<file path="config.mk">
export PLATFORM = sky130hd
export DESIGN_NAME = rr_arbiter8
export DESIGN_NICKNAME = d
export VERILOG_FILES = /design/src/rtl/rr_arbiter8_pkg.sv /design/src/rtl/rr_arbiter8_dec.sv /design/src/rtl/rr_arbiter8.sv
export SDC_FILE = /design/constraint.sdc
export NUM_CORES = 1
export LEC_CHECK = 0
export BUFFER_PORTS_ARGS = -buffer_cell sky130_fd_sc_hd__buf_2
export CORE_ASPECT_RATIO = 1.75
export CORE_UTILIZATION = 39
export CTS_BUF_LIST = sky130_fd_sc_hd__clkbuf_8
export CTS_CLUSTER_SIZE = 30
export DETAILED_ROUTE_END_ITERATION = 12
export PLACE_DENSITY_LB_ADDON = 0.15
export SYNTH_ARGS = -nofsm -noshare
export SYNTH_HDL_FRONTEND = slang
export SYNTH_SLANG_ARGS = --single-unit
</file>
<file path="constraint.sdc">
create_clock -name clk -period 7.2 [get_ports clk]
set_input_delay 1.08 -clock clk [delete_from_list [all_inputs] [get_ports clk]]
set_output_delay 1.08 -clock clk [all_outputs]
set_load 0.005 [all_outputs]
</file>
<file path="src/rtl/rr_arbiter8_pkg.sv">
// Shared definitions for the 8-way round-robin arbiter: FSM encoding,
// requester geometry and the default hold limit.
package rr_arbiter8_pkg;

    typedef logic [0:0] state_t;

    localparam state_t ST_IDLE  = 1'b0;
    localparam state_t ST_GRANT = 1'b1;

    localparam int NUM_REQ          = 8;
    localparam int IDX_W            = 3;
    localparam int MAX_HOLD_DEFAULT = 16;

endpackage

</file>
<file path="src/rtl/rr_arbiter8_dec.sv">
// Enabled 3-to-8 one-hot decoder; drives the arbiter grant vector from
// registered owner index and valid flag.
module dec3to8_en (
    input  logic       en,
    input  logic [2:0] idx,
    output logic [7:0] y
);

    generate
        for (genvar gi = 0; gi < 8; gi++) begin : g_dec
            assign y[gi] = en && (idx == 3'(gi));
        end
    endgenerate

endmodule

</file>
<file path="src/rtl/rr_arbiter8.sv">
// 8-requester round-robin arbiter with a one-cycle idle bubble between grants
// and a bounded hold time that revokes a grant after MAX_HOLD cycles.
module rr_arbiter8
    import rr_arbiter8_pkg::*;
#(
    parameter int MAX_HOLD = MAX_HOLD_DEFAULT
) (
    input  logic       clk,
    input  logic       rst,
    input  logic       en,
    input  logic [7:0] req,
    input  logic       done,
    output logic [7:0] grant,
    output logic [2:0] grant_idx,
    output logic       grant_valid,
    output logic       timeout
);

    state_t     state_reg;
    logic [2:0] ptr_reg;
    logic [2:0] idx_reg;
    logic [7:0] hold_reg;
    logic       timeout_reg;

    logic [2:0] win_idx;
    logic [2:0] cand;
    logic       owner_req;
    logic       expire;
    logic       release_now;

    // Scan downward in offset so the lowest offset from ptr is the last
    // assignment and therefore wins.
    always_comb begin
        win_idx = ptr_reg;
        cand    = '0;
        for (int off = NUM_REQ - 1; off >= 0; off--) begin
            cand = ptr_reg + 3'(off);
            if (req[cand]) begin
                win_idx = cand;
            end
        end
    end

    assign owner_req   = req[idx_reg];
    assign expire      = (hold_reg == 8'(MAX_HOLD - 1));
    assign release_now = done || !owner_req || expire;

    always_ff @(posedge clk or posedge rst) begin
        if (rst) begin
            state_reg   <= ST_IDLE;
            ptr_reg     <= '0;
            idx_reg     <= '0;
            hold_reg    <= '0;
            timeout_reg <= 1'b0;
        end else begin
            timeout_reg <= 1'b0;
            if (state_reg == ST_IDLE) begin
                if (en && (req != '0)) begin
                    state_reg <= ST_GRANT;
                    idx_reg   <= win_idx;
                    hold_reg  <= '0;
                end
            end else begin
                if (release_now) begin
                    state_reg   <= ST_IDLE;
                    ptr_reg     <= idx_reg + 3'd1;
                    // A coincident done or dropped request makes this a normal release.
                    timeout_reg <= expire && !done && owner_req;
                end else begin
                    hold_reg <= hold_reg + 8'd1;
                end
            end
        end
    end

    assign grant_valid = (state_reg == ST_GRANT);
    assign grant_idx   = idx_reg;
    assign timeout     = timeout_reg;

    dec3to8_en u_dec (
        .en  (grant_valid),
        .idx (idx_reg),
        .y   (grant)
    );

endmodule

</file>
-- Word level (Yosys, flattened, before mapping)
Index checks and enable logic that the tools add are counted.
- register bits after elaboration: 16
- input bits: 12
- output and inout port bits: 13
- logic and storage cells: 88
- $add $sub $neg: 9
- order comparisons: 9
- equal/unequal tests: 9
- mux-type cells: 34
- bitwise gates (word level): 1
- reductions and logical operators: 21
- operator list (kind ; number):
    less-than comparator 3 x 4 -> 1 bit, second input constant ; 9
    binary-select mux 1 bit (select 3 bit) ; 9
    two-way mux 3 bit ; 8
    two-way mux 8 bit ; 3
    two-way mux 1 bit ; 14
    adder 3 bit, second input constant ; 4
    equality test 3 bit, second input constant ; 4
    logical AND 1 bit ; 11
    adder 8 x 1 -> 8 bit, second input constant ; 1
    equality test 8 x 4 -> 1 bit, second input constant ; 1
    nonzero test 8 bit ; 1
    adder 3 x 1 -> 3 bit, second input constant ; 2
    adder 3 x 2 -> 3 bit, second input constant ; 2
    equality test 3 x 2 -> 1 bit, second input constant ; 2
    AND reduction 2 bit ; 3
    equality test 3 x 1 -> 1 bit, second input constant ; 1
    zero test 3 bit ; 1
    zero test 1 bit ; 2
    logical OR 1 bit ; 2
    != test 2 bit, second input constant ; 1
    nonzero test 2 bit ; 1
    inverter 1 bit ; 1

-- Depth between registers and ports, before layout
Gate-level depths: netlist of the first run.
- word-level depth: 11
- depth in mapped cells: 11

-- Hierarchy
A second synthesis of the first run with hierarchy kept.
- cell total of the unflattened synthesis: 190
- area, all modules: 1839.3 um^2
- by module, submodules not included (module ; times used ; cells each ; area each (um^2) ; sequential area each (um^2)):
    rr_arbiter8 ; 1 ; 182 ; 1742.9 ; 400.4
    dec3to8_en ; 1 ; 8 ; 96.3 ; 0.0

-- Least setup slack after synthesis of the first run
OpenSTA, ideal clock, no wires.
- kind: input-to-reg
- start: in req[1]
- end: reg idx_reg[0], in the netlist grant_idx[0]
- arrival: 2.634 ns
- setup slack: 4.500 ns
- stages: 7
- path buffers: 1
- path through: buf_6 mux4_1 mux2_2 o211ai_1 and3_1 mux2_4 nand2_2
- cells in the longest elaborated chain, start to end: 10
- elaborated cells on any way between the ends: 27
- ends and longest elaborated chain (element ; RTL line ; text):
    from (decl) ; rr_arbiter8.sv:11 ; input logic [7:0] req,
    binary-select mux 1 bit (select 3 bit) ; rr_arbiter8.sv:38 ; if (req[cand]) begin
    two-way mux 1 bit (implied by the code) ; rr_arbiter8.sv:38 ;
    two-way mux 3 bit (8 in a row) ; rr_arbiter8.sv:38 ;
    to (signal assigned) ; rr_arbiter8.sv:60 ; idx_reg <= win_idx;
    to (decl) ; rr_arbiter8.sv:21 ; logic [2:0] idx_reg;
Parallel ways exist; a longest one is shown, timed or not. The select of a mux whose other input is x is not followed.
A chain may end at the register's enable or synchronous reset.

-- Worst setup path in the final report of the first run
- start: reg ptr_reg[1]
- end: reg idx_reg[2], in the netlist grant_idx[2]
- cells in the longest elaborated chain, start to end: 11
- elaborated cells on any way between the ends: 31
- ends and longest elaborated chain (element ; RTL line ; text):
    from (decl) ; rr_arbiter8.sv:20 ; logic [2:0] ptr_reg;
    from (signal assigned) ; rr_arbiter8.sv:66 ; ptr_reg <= idx_reg + 3'd1;
    adder 3 bit ; rr_arbiter8.sv:37 ; cand = ptr_reg + 3'(off);
    binary-select mux 1 bit (select 3 bit) ; rr_arbiter8.sv:38 ;
    two-way mux 1 bit (implied by the code) ; rr_arbiter8.sv:38 ;
    two-way mux 3 bit (7 in a row) ; rr_arbiter8.sv:38 ;
    two-way mux 3 bit (*) ; rr_arbiter8.sv:38 ;
Every way passes the cells marked *; elsewhere a longest branch is shown, timed or not. The select of a mux whose other input is x is not followed.

==> flow_summary.yaml, run 1 <==
logic_synthesis:
  synth_simple_gate_area_share_pct: 21.0
  synth.mux.area_fraction_pct: 29.3
  synth_seq_cells: 16
  synth_adder_area_share_pct: 5.96
  ys_types: 49
  ys_async_sr_fraction_pct: 100
  main_combinational_cell_family_by_area_after_synthesis: "multiplexers"
  synth.net_count: 222
  synthFlopType: "sky130_fd_sc_hd__dfrtp_1"
  synth_edf_count: 0
  post_synthesis_compound_gate_area_fraction_pct: 13.0
  synth.cell_area_mm2: 0.00189
  synth_xor_area_share_pct: 2.72
  synth-warning-count: 0
  seq_area_frac_synth_pct: 21.2
  avgSynthCellArea_um2: 9.40
  postSynthCellCount: 201
timing:
  tightestPinTransition_ns: 0.714
  report.final.slew_viol_count: 0
  finalWorstPathRequiredPeriod_ns: 3.47
  top_achievable_clock_speed_ghz: 0.288
  finClkSkew_ns: 0.00609
  grt_setup_unrepaired: "false"
  relSlewSlack_pct: 52.4
  hold_viol_final: 0
  setup_viol: 0
  timing.setup.tns_ns: 0
  final.period_utilization_pct: 48.2
power:
  pwr-share-clk_pct: 8.5
  switching_part_of_the_total_power_pct: 49.5
  irDropWorstVdd_mv: 0.187
  power_frac_seq_pct: 20.2
  power.density_mw_per_mm2: 453
  total_leakage_power_nw: 0.980
  internal_power_mw: 0.471
  p_sw_mw: 0.461
  power.share.combinational_pct: 71.3
grt:
  grt_start_max_net_pins: 20
  groute.usage.overall_pct: 22.9
  grt_antenna_before_repair: 0
  grt_first_pass_wirelength_um: 8400
  first_global_vias: 1731
  gr-total-overflow: 0
drt:
  drtPass1Iterations: 4
  detail_route.iter0.violations: 29
  routed_via_density: 6.00
  ant_nets: 0
  drcViolationCount: 0
  avgRoutedWirePerCell_um: 18.9
  vias: 1626
  drt-total-wl_um: 5130
setup_path:
  cp_max_fo: 19
  critPathCaptureType: "register"
  slack_of_the_worst_reg_to_reg_path_ns: 3.73
  timing.reg2reg.worst_path_depth: 8
  cp_launch_type: "register"
  worst_ep_required_time_ns: 7.31
  critical_setup_path_class: "register to register"
  critical_path_arrival_ns: 3.58
  rr_endpoint: "grant_idx[2]"
  critical_path.reg2reg.startpoint: "ptr_reg[1]"
placed_design:
  finalWeightedCongestion: 0.880
  numPortBuffers: 24
  post-dp-hpwl_um: 3970
cts:
  post_cts_hold_buffer_count: 0
  post_cts.repair.setup_buffers: 0
  cts_made_buffers: 3
  clock_tree_from_tritoncts: "yes"
  cts_max_path_buffers: 2
  cts.sinks: 16
  cts.root.buffer_cell: "sky130_fd_sc_hd__clkbuf_8"
  clk_pin_slew_worst_paths_ns: 0.07
  deepest_level_of_the_cts_h_tree: 1
  cts-resized-gates: 0
  worstSkewPairLatency_ns: 0.25
cells_and_area:
  final_cell_mix: "sky130_fd_sc_hd__buf_2 (24), sky130_fd_sc_hd__nor2_1 (18), sky130_fd_sc_hd__nand2_1 (18), sky130_fd_sc_hd__dfrtp_1 (16), sky130_fd_sc_hd__mux2i_1 (15)"
  largest_register_ffs: 8
  layout-drive-gt1-share_pct: 22.4
  fin_nets: 241
  diodes: 0
  layout.cells.most_common: "sky130_fd_sc_hd__buf_2"
  final_core_utilization_pct: 44.2
  area_growth_pct: 9.07
floorplanning:
  design.core.area_mm2: 0.00467
  floorplan.initialDensity_pct: 40.5
  top_level_ports: 25
  die_width_um: 54.6
  die_h_um: 94.1
  die-area_mm2: 0.00514
  placementRows: 33
hold_path:
  holdPathStages: 1
  worstHoldPathType: "register to register"
  hp-start: "hold_reg[7]"
  worstHoldEndpoint: "hold_reg[7]"
outcome:
  outcome: "complete, no violations"
flow_run:
  maxCapViolations: 0
==> logic make-up (layout without fill, tap and decap cells) <==
family,count (synthesis),in the layout
AND/OR/NAND/NOR,75,75
AO/OA/AOI/OAI,37,37
multiplexers,34,34
buffers and inverters,25,43
flip-flops,16,16
adder cells (fa/ha/maj),9,9
XOR/XNOR,5,5
==> metal layers <==
metal,wire length [µm],global-route usage [%]
met5,0,0
met4,214,10.5
met3,91,2.43
met2,2940,42.6
met1,1880,23.5
==> worst max-delay path: stages, from the launching register on <==
cell	delay [ns]
sky130_fd_sc_hd__dfrtp_1	0.77
sky130_fd_sc_hd__inv_1	0.23
sky130_fd_sc_hd__ha_1	0.65
sky130_fd_sc_hd__mux4_1	0.75
sky130_fd_sc_hd__a211oi_1	0.29
sky130_fd_sc_hd__o2bb2ai_1	0.12
sky130_fd_sc_hd__and3_1	0.19
sky130_fd_sc_hd__o21ai_0	0.19
sky130_fd_sc_hd__a41oi_1	0.14
==> final cells by class <==
class,instances,area [µm²]
Tap cell,52,65.1
Timing Repair Buffer,25,128
Inverter,14,52.6
Multi-Input combinational cell,160,1360
Sequential cell,16,400
Clock buffer,4,55.1
Fill cell,483,2610
==> stage by stage <==
step	area (µm²)	hold slack [ns]	setup slack (ns)	cells	power (mW)
after global placement	2010	0.483	3.75	267	0.855
after CTS	2060	0.493	3.75	271	0.935
after floorplan	1890	0.446	4.50	201	0.714
final	2060	0.492	3.73	271	0.933
after detailed placement	2010	0.479	3.78	267	0.850
after global routing	2060	0.520	3.51	271	1.01
==> power groups by stage <==
stage,clock [mW],combinational (mW),sequential [mW]
floorplan,0,0.578,0.136
global placement,0,0.663,0.192
detailed placement,0,0.659,0.191
CTS,0.0828,0.662,0.190
global route,0.0854,0.724,0.199
finish,0.0794,0.665,0.189
==> how the worst max path moves through the flow <==
stage	startpoint	to	slack [ns]
final	ptr_reg[1]	grant_idx[2]	3.73
after detailed placement	ptr_reg[0]	grant_idx[2]	3.78
after global placement	ptr_reg[0]	grant_idx[2]	3.75
after global routing	ptr_reg[1]	grant_idx[2]	3.51
after CTS	ptr_reg[0]	grant_idx[2]	3.75
after floorplan	req[1]	grant_idx[0]	4.50
==> synth_stat cells, types with 2 or more instances <==
| library cell | n | area [µm²] |
|---|---|---|
| sky130_fd_sc_hd__nor3b_1 | 2 | 15.0 |
| sky130_fd_sc_hd__nand2_1 | 18 | 67.6 |
| sky130_fd_sc_hd__nand2b_1 | 2 | 12.5 |
| sky130_fd_sc_hd__nor2_1 | 18 | 67.6 |
| sky130_fd_sc_hd__ha_1 | 9 | 113 |
| sky130_fd_sc_hd__nor3_1 | 2 | 10.0 |
| sky130_fd_sc_hd__xor2_1 | 3 | 26.3 |
| sky130_fd_sc_hd__mux2_2 | 2 | 22.5 |
| sky130_fd_sc_hd__mux4_1 | 4 | 105 |
| sky130_fd_sc_hd__and2_1 | 8 | 50.1 |
| sky130_fd_sc_hd__nor4_1 | 3 | 18.8 |
| sky130_fd_sc_hd__a21oi_1 | 6 | 30.0 |
| sky130_fd_sc_hd__a211o_1 | 2 | 17.5 |
| sky130_fd_sc_hd__nand3_1 | 5 | 25.0 |
| sky130_fd_sc_hd__mux4_2 | 10 | 225 |
| sky130_fd_sc_hd__clkbuf_1 | 5 | 18.8 |
| sky130_fd_sc_hd__o31ai_1 | 4 | 30.0 |
| sky130_fd_sc_hd__and3_1 | 8 | 50.1 |
| sky130_fd_sc_hd__dfrtp_1 | 16 | 400 |
| sky130_fd_sc_hd__and4_1 | 2 | 17.5 |
| sky130_fd_sc_hd__buf_6 | 4 | 45.0 |
| sky130_fd_sc_hd__o211ai_1 | 2 | 15.0 |
| sky130_fd_sc_hd__mux2i_1 | 15 | 150 |
| sky130_fd_sc_hd__a22o_1 | 2 | 17.5 |
| sky130_fd_sc_hd__inv_1 | 13 | 48.8 |
| sky130_fd_sc_hd__o21ai_0 | 12 | 60.1 |
| sky130_fd_sc_hd__a211oi_1 | 2 | 15.0 |
No activity file was read; power rests on OpenSTA's default activity.
==> run 2, diff against run 1 <==
==> constraint.sdc (replaced) <==
create_clock -name clk -period 3.5 [get_ports clk]
set_input_delay 0.525 -clock clk [delete_from_list [all_inputs] [get_ports clk]]
set_output_delay 0.525 -clock clk [all_outputs]
set_load 0.005 [all_outputs]
==> run 2 against run 1 <==
Sequential share of layout area is 0.21 points lower. Global-route usage is 0.25 points lower. Highest routed layer unchanged. Via count is 0.86% higher. Combinational power is 120% higher. Largest cell class unchanged. Clock-buffer cell count stayed put. Largest power group unchanged.
==> flow_summary.yaml, run 2 (same netlist as run 1, synthesis figures left out) <==
power:
  total_leakage_power_nw: 0.995
  power.share.combinational_pct: 75.5
  irDropWorstVdd_mv: 0.490
  p_sw_mw: 0.947
  internal_power_mw: 0.991
  fin_total_pwr_mw: 1.94
  power_frac_seq_pct: 15.9
  switching_part_of_the_total_power_pct: 48.9
  power.density_mw_per_mm2: 930
  pwr-share-clk_pct: 8.7
setup_path:
  worst_ep_required_time_ns: 3.61
  critPathCaptureType: "register"
  timing.critical_path.from: "ptr_reg[1]"
  cp_max_fo: 12
  slack_of_the_worst_reg_to_reg_path_ns: 0.69
  timing.critical_path.slowest_stage_cell: "sky130_fd_sc_hd__mux4_1"
  timing.critical_path.to: "grant_idx[2]"
  rr_endpoint: "grant_idx[2]"
  max_stage_delay_on_crit_path_ns: 0.74
  critical_path.reg2reg.startpoint: "ptr_reg[1]"
  critical_setup_path_class: "register to register"
  crit_path_cell_trace: "inv_1, ha_1, mux4_1, a211oi_1, o2bb2ai_1, and3_1, o21ai_0, a41oi_1"
  timing.reg2reg.worst_path_depth: 8
  critical_path_arrival_ns: 2.92
  cp_launch_type: "register"
drt:
  drt-total-wl_um: 5080
  detail_route.iter0.violations: 43
  routed_via_density: 5.99
  drcViolationCount: 0
  avgRoutedWirePerCell_um: 18.5
  ant_nets: 0
  drtPass1Iterations: 4
  vias: 1640
grt:
  grt_first_pass_wirelength_um: 8380
  grt_antenna_before_repair: 0
  grt_start_max_net_pins: 19
  first_global_vias: 1682
  groute.usage.overall_pct: 22.6
  gr-total-overflow: 0
placed_design:
  finalWeightedCongestion: 0.837
  dpl_cell_area_mm2: 0.00203
  numPortBuffers: 24
  pre_cts_ws_ns: 0.655
  post-dp-hpwl_um: 3910
floorplanning:
  top_level_ports: 25
  design.core.area_mm2: 0.00467
  die_h_um: 94.1
  die-area_mm2: 0.00514
  die_width_um: 54.6
  placementRows: 33
  floorplan.initialDensity_pct: 40.5
timing:
  tightestPinTransition_ns: 0.675
  relSlewSlack_pct: 54.9
  report.final.slew_viol_count: 0
  finalWorstPathRequiredPeriod_ns: 2.81
  finClkSkew_ns: 0.00444
  setup_viol: 0
  hold_viol_final: 0
  final.period_utilization_pct: 80.3
  grt_setup_unrepaired: "false"
  top_achievable_clock_speed_ghz: 0.356
  final_critical_path_setup_slack_ns: 0.690
  timing.setup.tns_ns: 0
cts:
  post_cts.repair.setup_buffers: 0
  cts-resized-gates: 0
  cts_max_path_buffers: 2
  post_cts_hold_buffer_count: 0
  worstSkewPairLatency_ns: 0.26
  cts.root.buffer_cell: "sky130_fd_sc_hd__clkbuf_8"
  clk_pin_slew_worst_paths_ns: 0.07
  clock_tree_from_tritoncts: "yes"
  cts_made_buffers: 3
  cts.sinks: 16
  deepest_level_of_the_cts_h_tree: 1
cells_and_area:
  largest_register_ffs: 8
  diodes: 0
  layout-drive-gt1-share_pct: 23.4
  multi_input_area_mm2: 0.00136
  final_core_utilization_pct: 44.7
  n_fill_cell: 478
  register_area_um2: 400
  area_growth_pct: 10.3
  fin_nets: 244
  final_cell_mix: "sky130_fd_sc_hd__buf_2 (24), sky130_fd_sc_hd__nor2_1 (18), sky130_fd_sc_hd__nand2_1 (18), sky130_fd_sc_hd__dfrtp_1 (16), sky130_fd_sc_hd__mux2i_1 (15)"
  layout.cell_area.non_filler_mm2: 0.00208
  layout.cells.most_common: "sky130_fd_sc_hd__buf_2"
outcome:
  outcome: "complete, no violations"
flow_run:
  maxCapViolations: 0
hold_path:
  worstHoldPathType: "primary input to asynchronous set/reset pin"
run 2: cell types whose count changed in the layout (fill, tap and decap cells not counted):
cell	before	now
sky130_fd_sc_hd__buf_4	1	4
run 2: layout make-up:
cell class                 count  area share, %
inverter                      14           2.52
clock buffer                   4           2.64
sequential                    16           19.2
timing repair buffer          28           7.21
multi-input combinational    160           65.3
tap                           52           3.12
run 2: how the worst min path moves through the flow:
stage / startpoint / end / slack (ns) / cells past startpoint
after floorplan: rst / grant_idx[0] / 0.44 / 1
after global placement: hold_reg[7] / hold_reg[7] / 0.48 / 1
after detailed placement: hold_reg[7] / hold_reg[7] / 0.48 / 1
after CTS: rst / hold_reg[1] / 0.38 / 2
after global routing: rst / hold_reg[1] / 0.42 / 2
final: rst / hold_reg[1] / 0.36 / 2
run 2: worst max-delay path, delay by kind of cell, from the launching register on:
| family | cells | cell delay [ns] |
|---|---|---|
| fa+ha+maj | 1 | 0.60 |
| compound gates | 4 | 0.72 |
| simple gates | 1 | 0.19 |
| flops | 1 | 0.34 |
| buf+inv | 1 | 0.09 |
| mux | 1 | 0.74 |
run 2: stage by stage:
step | hold WS (ns) | std cells
finish | 0.361 | 274
global route | 0.417 | 274
CTS | 0.378 | 274
detailed placement | 0.476 | 270
global placement | 0.477 | 270
floorplan | 0.439 | 201
run 2: power groups by stage:
stage               clock [mW]  combinational, mW  sequential, mW
global placement             0               1.46           0.313
floorplan                    0               1.19           0.279
detailed placement           0               1.45           0.312
finish                   0.168               1.46           0.307
CTS                      0.171               1.46           0.310
global route             0.182               1.61           0.319
run 2: routing by layer:
layer / wire length [µm] / GRT usage, % / vias up
li1: - / - / 787
met1: 1920 / 25.4 / 808
met2: 2900 / 41.3 / 33
met3: 131 / 2.27 / 12
met4: 123 / 7.91 / 0
met5: 0 / 0 / -
==> run 3, diff against run 2 <==
--- a/config.mk
+++ b/config.mk
@@ -5,6 +5,7 @@
 export SDC_FILE = /design/constraint.sdc
 export NUM_CORES = 1
 export LEC_CHECK = 0
+export ABC_AREA = 1
 export BUFFER_PORTS_ARGS = -buffer_cell sky130_fd_sc_hd__buf_2
 export CORE_ASPECT_RATIO = 1.75
 export CORE_UTILIZATION = 39
==> constraint.sdc (replaced) <==
create_clock -name clk -period 2.9 [get_ports clk]
set_input_delay 0.435 -clock clk [delete_from_list [all_inputs] [get_ports clk]]
set_output_delay 0.435 -clock clk [all_outputs]
set_load 0.005 [all_outputs]
==> run 3 against run 2 <==
Synthesized cell count increased by 24%. Die area decreased by 17%. Clock-buffer cell count unchanged. Largest cell class unchanged.
==> flow_summary.yaml, run 3 <==
timing:
  hold_viol_final: 0
  top_achievable_clock_speed_ghz: 0.411
  final.period_utilization_pct: 83.9
  finClkSkew_ns: 0.00248
  tightestPinTransition_ns: 0.639
  setup_viol: 0
  finalWorstPathRequiredPeriod_ns: 2.43
  timing.setup.tns_ns: 0
  relSlewSlack_pct: 57.4
  report.final.slew_viol_count: 0
  grt_setup_unrepaired: "false"
  final_critical_path_setup_slack_ns: 0.466
logic_synthesis:
  synth.cell_area_mm2: 0.00155
  avgSynthCellArea_um2: 6.23
  synth_top_cell_by_area: "sky130_fd_sc_hd__dfrtp_1"
  yosys.cell_count.top_type: "sky130_fd_sc_hd__nand2_1"
  synthFlopType: "sky130_fd_sc_hd__dfrtp_1"
  synth_edf_count: 0
  top_cells_by_count_synth: "sky130_fd_sc_hd__nand2_1 (84), sky130_fd_sc_hd__nand3_1 (38), sky130_fd_sc_hd__inv_1 (25)"
  synth_top_area_share_pct: 25.8
  ys_async_sr_fraction_pct: 100
  synth-warning-count: 0
  seq_area_frac_synth_pct: 25.8
  synth_seq_cells: 16
  synth.net_count: 270
  postSynthCellCount: 249
  synth_xor_area_share_pct: 3.79
  synth.mux.area_fraction_pct: 0
  synth_adder_area_share_pct: 7.26
  netlist_top_cells_area: "sky130_fd_sc_hd__dfrtp_1 (26%), sky130_fd_sc_hd__nand2_1 (20%), sky130_fd_sc_hd__nand3_1 (12%)"
  post_synthesis_compound_gate_area_fraction_pct: 10.0
  ys_types: 28
  synth_simple_gate_area_share_pct: 42.7
  main_combinational_cell_family_by_area_after_synthesis: "simple AND/OR/NAND/NOR gates"
floorplanning:
  top_level_ports: 25
  die-area_mm2: 0.00424
  floorplan.initialDensity_pct: 40.5
  die_width_um: 49.7
  die_h_um: 85.4
  placementRows: 30
  design.core.area_mm2: 0.00383
cells_and_area:
  final_cell_mix: "sky130_fd_sc_hd__nand2_1 (84), sky130_fd_sc_hd__nand3_1 (38), sky130_fd_sc_hd__inv_1 (25), sky130_fd_sc_hd__buf_2 (24), sky130_fd_sc_hd__nor2_1 (22)"
  multi_input_area_um2: 988
  n_fill_cell: 460
  largest_register_ffs: 8
  layout.cells.most_common: "sky130_fd_sc_hd__nand2_1"
  layout-drive-gt1-share_pct: 15.7
  area_growth_pct: 13.4
  diodes: 0
  fin_nets: 296
  register_area_um2: 400
cts:
  worstSkewPairLatency_ns: 0.25
  clk_pin_slew_worst_paths_ns: 0.06
  post_cts_hold_buffer_count: 0
  cts_max_path_buffers: 2
  cts.sinks: 16
  cts_made_buffers: 3
  cts.root.buffer_cell: "sky130_fd_sc_hd__clkbuf_8"
  clock_tree_from_tritoncts: "yes"
  cts-resized-gates: 0
  deepest_level_of_the_cts_h_tree: 1
  post_cts.repair.setup_buffers: 0
setup_path:
  cp_max_fo: 12
  critPathCaptureType: "register"
  timing.critical_path.from: "ptr_reg[0]"
  critical_setup_path_class: "register to register"
  worst_ep_required_time_ns: 3.05
  critical_path.reg2reg.startpoint: "ptr_reg[0]"
  cp_launch_type: "register"
  critical_path_arrival_ns: 2.58
outcome:
  outcome: "complete, no violations"
drt:
  ant_nets: 0
  drt-total-wl_um: 4420
  avgRoutedWirePerCell_um: 13.7
  detail_route.iter0.violations: 36
  vias: 1648
  drtPass1Iterations: 4
  drcViolationCount: 0
  routed_via_density: 5.12
power:
  fin_total_pwr_mw: 2.26
  irDropWorstVdd_mv: 0.714
  power.density_mw_per_mm2: 1290
  total_leakage_power_nw: 0.969
grt:
  groute.usage.overall_pct: 22.7
  gr-total-overflow: 0
  grt_antenna_before_repair: 0
  grt_start_max_net_pins: 17
  grt_first_pass_wirelength_um: 7220
  first_global_vias: 1579
flow_run:
  maxCapViolations: 0
placed_design:
  finalWeightedCongestion: 0.884
  numPortBuffers: 24
  pre_cts_ws_ns: 0.503
  post-dp-hpwl_um: 3610
hold_path:
  worstHoldPathType: "primary input to asynchronous set/reset pin"
run 3: final timing paths:
path | end | slack, ns | depth (start not counted)
setup reg to reg | grant_idx[0] | 0.47 | 18
max in group asynchronous | hold_reg[5] | 2.23 | 2
setup / recovery | grant_idx[0] | 0.47 | 18
hold reg to reg | hold_reg[1] | 0.53 | 2
hold / removal | timeout | 0.26 | 2
min in group clk | timeout | 0.45 | 4
run 3: metrics by stage:
| step | instances | hold slack (ns) | cell area (µm²) | util, % |
|---|---|---|---|---|
| after floorplan | 249 | 0.349 | 1550 | - |
| after global placement | 318 | 0.503 | 1700 | 44.5 |
| after detailed placement | 318 | 0.513 | 1700 | 44.5 |
| after CTS | 322 | 0.279 | 1760 | 45.9 |
| after global routing | 322 | 0.311 | 1760 | 45.9 |
| final | 322 | 0.257 | 1760 | 45.9 |
run 3: power by group:
| group | internal, mW | switching [mW] | leakage, nW |
|---|---|---|---|
| clock network | 0.121 | 0.0785 | 0.0288 |
| logic | 0.559 | 1.06 | 0.732 |
| registers | 0.285 | 0.166 | 0.208 |
run 3: critical path: stages (launching register included):
cell and delay (ns):
sky130_fd_sc_hd__dfrtp_1 0.57, sky130_fd_sc_hd__inv_2 0.18, sky130_fd_sc_hd__ha_1 0.45, sky130_fd_sc_hd__inv_2 0.14
sky130_fd_sc_hd__nand3_1 0.08, sky130_fd_sc_hd__nand2_1 0.06, sky130_fd_sc_hd__clkinv_1 0.12, sky130_fd_sc_hd__nand2_1 0.08
sky130_fd_sc_hd__nand2_1 0.08, sky130_fd_sc_hd__inv_1 0.07, sky130_fd_sc_hd__nand2_1 0.05, sky130_fd_sc_hd__nand2_1 0.05
sky130_fd_sc_hd__nand2_1 0.04, sky130_fd_sc_hd__nand2_1 0.06, sky130_fd_sc_hd__nand2_1 0.07, sky130_fd_sc_hd__nand2_1 0.06
sky130_fd_sc_hd__nand2_1 0.04, sky130_fd_sc_hd__nand3_1 0.07, sky130_fd_sc_hd__nand2_1 0.05
run 3: area by class of cell:
class	instances	area share [%]
Sequential cell	16	22.8
Inverter	33	7.19
Timing Repair Buffer	25	7.26
Tap cell	48	3.42
Clock buffer	4	3.13
Multi-Input combinational cell	196	56.2
run 3: cells by family after synthesis:
logic type      Yosys count
xor+xnor                  5
buf+inv                  37
fa+ha+maj                 9
flops                    16
compound gates           29
simple gates            153
run 3: metal layers:
metal	vias up	global-route usage (%)	wire [µm]
met1	739	23.4	1730
met5	-	0	0
met2	43	42.0	2340
li1	849	-	-
met3	17	1.43	90
met4	0	15.6	263
